File: config.mk
export PLATFORM = sky130hd
export DESIGN_NAME = dmem_arbiter
export DESIGN_NICKNAME = d
export VERILOG_FILES = /design/src/rtl/dmem_arbiter.sv
export SDC_FILE = /design/constraint.sdc
export NUM_CORES = 1
export LEC_CHECK = 0
export CORE_AREA = 2 2 120 122
export DETAILED_ROUTE_END_ITERATION = 10
export DIE_AREA = 0 0 122 124
export PLACE_DENSITY = 0.59
export SYNTH_ARGS = -nofsm -noshare
export SYNTH_HDL_FRONTEND = slang
export SYNTH_SLANG_ARGS = --single-unit
File: constraint.sdc
create_clock -name clk_i -period 5.1 [get_ports clk_i]
set_clock_uncertainty 0.1 [all_clocks]
set_input_delay 1.02 -clock clk_i [delete_from_list [all_inputs] [get_ports clk_i]]
set_output_delay 1.02 -clock clk_i [all_outputs]
set_load 0.02 [all_outputs]
File: src/rtl/dmem_arbiter.sv
`default_nettype none
// ============================================================================
// Module      : dmem_arbiter
// Description : Shares the single-ported data memory between the core
//               load/store path (priority) and a debug/loader port. The debug
//               port uses idle core cycles. A starvation counter forces a
//               one-cycle core stall so that a debug request is always served.
// Revision    : 1.0 - initial release
// ----------------------------------------------------------------------------
// Ports
//   clk_i, reset_ni           : rising-edge clock, synchronous active-low reset
//   core_*_i / core_rdata_o   : core load/store request and load data
//   core_stall_o              : core holds PC and suppresses writeback
//   dbg_*_i                   : debug request, direction, address, data, size
//   dbg_gnt_o                 : debug transfer performed this cycle
//   dbg_rdata_o, dbg_rvalid_o : registered debug read data and valid pulse
//   mem_*_o / mem_rdata_i     : Mem_Data interface (combinational read)
// ============================================================================
module dmem_arbiter #(
    parameter int ADDR_W     = 32,
    parameter int DATA_W     = 32,
    parameter int STARVE_MAX = 4
) (
    input  logic              clk_i,
    input  logic              reset_ni,
    input  logic [ADDR_W-1:0] core_addr_i,
    input  logic [DATA_W-1:0] core_wdata_i,
    input  logic              core_rd_i,
    input  logic              core_wr_i,
    input  logic [2:0]        core_funct3_i,
    output logic [DATA_W-1:0] core_rdata_o,
    output logic              core_stall_o,
    input  logic              dbg_req_i,
    input  logic              dbg_we_i,
    input  logic [ADDR_W-1:0] dbg_addr_i,
    input  logic [DATA_W-1:0] dbg_wdata_i,
    input  logic [2:0]        dbg_funct3_i,
    output logic              dbg_gnt_o,
    output logic [DATA_W-1:0] dbg_rdata_o,
    output logic              dbg_rvalid_o,
    output logic [ADDR_W-1:0] mem_addr_o,
    output logic [DATA_W-1:0] mem_wdata_o,
    output logic              mem_read_o,
    output logic              mem_write_o,
    output logic [2:0]        mem_funct3_o,
    input  logic [DATA_W-1:0] mem_rdata_i
);

    typedef enum logic [0:0] {
        ST_CORE  = 1'b0,
        ST_FORCE = 1'b1
    } state_e;

    localparam logic [7:0] STARVE_LIM = 8'(STARVE_MAX);

    state_e            state_q, state_d;
    logic [7:0]        starve_cnt_q, starve_cnt_d;
    logic [DATA_W-1:0] dbg_rdata_q, dbg_rdata_d;
    logic              dbg_rvalid_q, dbg_rvalid_d;

    logic core_req;
    logic dbg_own;
    logic dbg_denied;

    assign core_req = core_rd_i | core_wr_i;

    // Debug owns the memory in an idle core slot, or unconditionally in the
    // forced-stall cycle. A withdrawn request in FORCE hands it back to the core.
    assign dbg_own    = dbg_req_i & ((state_q == ST_FORCE) | ~core_req);
    assign dbg_denied = dbg_req_i & ~dbg_own;

    // Datapath mux; control strobes are gated by reset so an access in flight
    // when reset is asserted never commits.
    always_comb begin
        mem_addr_o   = dbg_own ? dbg_addr_i   : core_addr_i;
        mem_wdata_o  = dbg_own ? dbg_wdata_i  : core_wdata_i;
        mem_funct3_o = dbg_own ? dbg_funct3_i : core_funct3_i;
        mem_read_o   = reset_ni & (dbg_own ? ~dbg_we_i : core_rd_i);
        mem_write_o  = reset_ni & (dbg_own ?  dbg_we_i : core_wr_i);
        dbg_gnt_o    = reset_ni & dbg_own;
        core_stall_o = reset_ni & (state_q == ST_FORCE) & dbg_req_i;
    end

    assign core_rdata_o = mem_rdata_i;
    assign dbg_rdata_o  = dbg_rdata_q;
    assign dbg_rvalid_o = dbg_rvalid_q;

    // Next-state logic: FORCE always lasts one cycle, and the counter restarts
    // from zero on entry so forced stalls can never be back to back.
    always_comb begin
        state_d      = ST_CORE;
        starve_cnt_d = '0;
        dbg_rdata_d  = dbg_rdata_q;
        dbg_rvalid_d = 1'b0;
        if (state_q == ST_CORE && dbg_denied) begin
            if (starve_cnt_q + 8'd1 == STARVE_LIM) begin
                state_d = ST_FORCE;
            end else begin
                starve_cnt_d = starve_cnt_q + 8'd1;
            end
        end
        if (dbg_own && !dbg_we_i) begin
            dbg_rdata_d  = mem_rdata_i;
            dbg_rvalid_d = 1'b1;
        end
    end

    always_ff @(posedge clk_i) begin
        if (!reset_ni) begin
            state_q      <= ST_CORE;
            starve_cnt_q <= '0;
            dbg_rdata_q  <= '0;
            dbg_rvalid_q <= 1'b0;
        end else begin
            state_q      <= state_d;
            starve_cnt_q <= starve_cnt_d;
            dbg_rdata_q  <= dbg_rdata_d;
            dbg_rvalid_q <= dbg_rvalid_d;
        end
    end

endmodule
`default_nettype wire

==> results.json <==
{
  "leakage_nw": 2.11,
  "status": "complete, no violations",
  "drc_errors": 0,
  "gp_congestion": 0.974,
  "relSlewSlack": 0.164,
  "nNetsFinal": 744,
  "cts_buffer_depth": 2,
  "grt_max_degree": 42,
  "ctsHtreeMaxLevel": 2,
  "yosysWarnings": 0,
  "io_pins": 308,
  "hold_viol": 0,
  "cp_slowest_cell": "clkdlybuf4s50_1",
  "synth_compound_area_frac": 0.0854,
  "ys_async_sr_fraction": 0,
  "die_y_um": 124,
  "die-area_um2": 15100,
  "place_inst": 743,
  "numCtsBuffers": 5,
  "worst_ep_required_time_ns": 3.98,
  "post-route-min-period_ns": 4.26,
  "synthMuxAreaShare": 0.292,
  "slowest_delay_ns": 0.55,
  "drv_cap": 0,
  "synth_top_area_cell": "dfxtp_1",
  "drive_above_1_share": 0.151,
  "yosysSeqAreaShare": 0.321,
  "synth.distinct_cells": 32,
  "vias_per_cell": 4.18,
  "clk-insertion-delay-late_ns": 0.28,
  "drt_iter0_drc": 106,
  "area_growth_pct": 122,
  "fin_util": 0.424,
  "highest_layer": "met5",
  "dp_slack_ns": 0.846,
  "cts_resized": 0,
  "crit_path_start_kind": "primary input",
  "num-fill-cells": 1360,
  "finalCritPeriodShare": 0.836,
  "drv_slew": 0,
  "wl_met1_um": 5350,
  "placed_cell_area_um2": 5650,
  "routedWlPerCell_um": 18.9,
  "grt_pass1_vias": 3232,
  "synth_common_cells": "nand2_1, mux2_2, dfxtp_1",
  "synthSimpleGateAreaFrac": 0.151,
  "cts_tree": "done",
  "synth_xor_area_frac": 0.0167,
  "hold_ws_ns": 0.351,
  "ys.flop_type": "dfxtp_1",
  "port-buffer-count": 307,
  "hold_buffers": 0,
  "first_pass_iters": 4,
  "syn_inst": 302,
  "wl_met2_um": 6910,
  "yosysTopAreaCellShare": 0.321,
  "layout_setup_ws_ns": 0.837,
  "final_area_um2": 5820,
  "synthAdderAreaFrac": 0.00954,
  "cts.sinks": 42,
  "rows": 43,
  "seq_area_um2": 841,
  "root_buffer": "clkbuf_16",
  "drtAntennaViolNets": 0,
  "multi_input_area_um2": 1470,
  "syn_avg_cell_area_um2": 8.68,
  "worstPathMaxFanout": 29,
  "synth_edf_count": 0,
  "critical_path.cell_chain": "clkdlybuf4s50_1 > o21bai_1 > nand2_4 > buf_4 > mux2_2 > clkdlybuf4s50_1",
  "core-area_um2": 13700,
  "arrival_ns": 3.14,
  "cts.clk_slew.worst_paths_ns": 0.06,
  "grt_first_pass_wirelength_um": 19700,
  "endpoint_kind": "primary output",
  "criticalPathCategory": "primary input to primary output",
  "grt_usage": 0.177,
  "overflow": 0,
  "die_x_um": 122,
  "setup_viol": 0,
  "post_cts_buffers": 0,
  "cpMostUsedCell": "clkdlybuf4s50_1",
  "syn_nets": 476,
  "dp_hpwl_um": 12200,
  "fin_cells": 754,
  "tightest_slew_ns": 1.25,
  "yosys-top-cells-area": "dfxtp_1, mux2_2, nand2_1",
  "synth_area_um2": 2620,
  "routed-wl-met3_um": 1700,
  "hold_class": "flip-flop to flip-flop",
  "ys_ff_latch": 42,
  "synth_top_family_by_area": "multiplexers",
  "fmax_mhz": 235,
  "start_util": 0.191,
  "setup_tns_ns": 0,
  "antenna_found_initial": 6,
  "yosysMostFrequentCell": "nand2_1",
  "ir_drop_mv": 0.160,
  "grt_setup_unrepaired": "false",
  "p_per_area_nw_per_um2": 191,
  "power.total_mw": 1.11,
  "postRouteWirelength_um": 14200,
  "vias": 3154
}
## kinds of logic (layout without fill, tap and decap cells)
group / after synthesis / after routing
DFF: 42 / 42
xor gates and xnor gates: 5 / 5
other: 0 / 3
and+or+nand+nor: 93 / 93
adders and majority gates: 2 / 2
AOI/OAI and AO/OA: 40 / 40
buffers and inverters: 52 / 321
muxes: 68 / 68
## power breakdown
part | internal, mW | switching (mW)
Clock | 0.229 | 0.129
Combinational | 0.249 | 0.169
Sequential | 0.334 | 0.00354
## critical path: cells and delay by family
family                 cells  cell delay, ns
buffers and inverters      3            1.43
AND/OR/NAND/NOR            1            0.12
multiplexers               1            0.39
AO/OA/AOI/OAI              1            0.16
## metal layers
layer	GRT usage	vias to the layer above
li1	-	1539
met1	0.196	1413
met2	0.305	175
met3	0.0861	21
met4	0.0417	6
met5	0	-
## sequential cells by signal (all words and copies together), names as in the netlist
signal	count
dbg_rvalid_o	1
state_q	1
starve_cnt_q	8
dbg_rdata_o	32
## layout by cell type, fill, tap and decap left out, drive strengths merged, types with 2 or more instances in the layout
cell type      instances
a21oi                 33
a31oi                  2
and3                   2
and4                   2
buf                    2
clkbuf                 5
clkdlybuf4s50        307
clkinv                 2
dfxtp                 42
diode                  3
ha                     2
inv                    4
mux2                  67
nand2                 69
nand3                  5
nor2                   9
nor3                   3
xnor2                  3
xor2                   2
## cell type report
cell class | instances | share of cell area
inverter | 4 | 0.00258
tap | 180 | 0.0387
sequential | 42 | 0.144
clock buffer | 5 | 0.0215
multi-input combinational | 208 | 0.252
timing repair buffer | 309 | 0.533
antenna | 3 | 0.00129
clock inverter | 3 | 0.00688
## final timing paths
kind,startpoint,to,slack (ns),cells past startpoint
worst max-delay path,core_wr_i,mem_addr_o[21],0.84,6
worst min-delay path,dbg_rdata_o[24]$_SDFFE_PN0P_,dbg_rdata_o[24]$_SDFFE_PN0P_,0.35,2
worst max register to register,state_q$_SDFF_PN0_,dbg_rdata_o[4]$_SDFFE_PN0P_,2.86,4
worst min register to register,dbg_rdata_o[24]$_SDFFE_PN0P_,dbg_rdata_o[24]$_SDFFE_PN0P_,0.35,2
No activity file was read; power rests on OpenSTA's default activity.
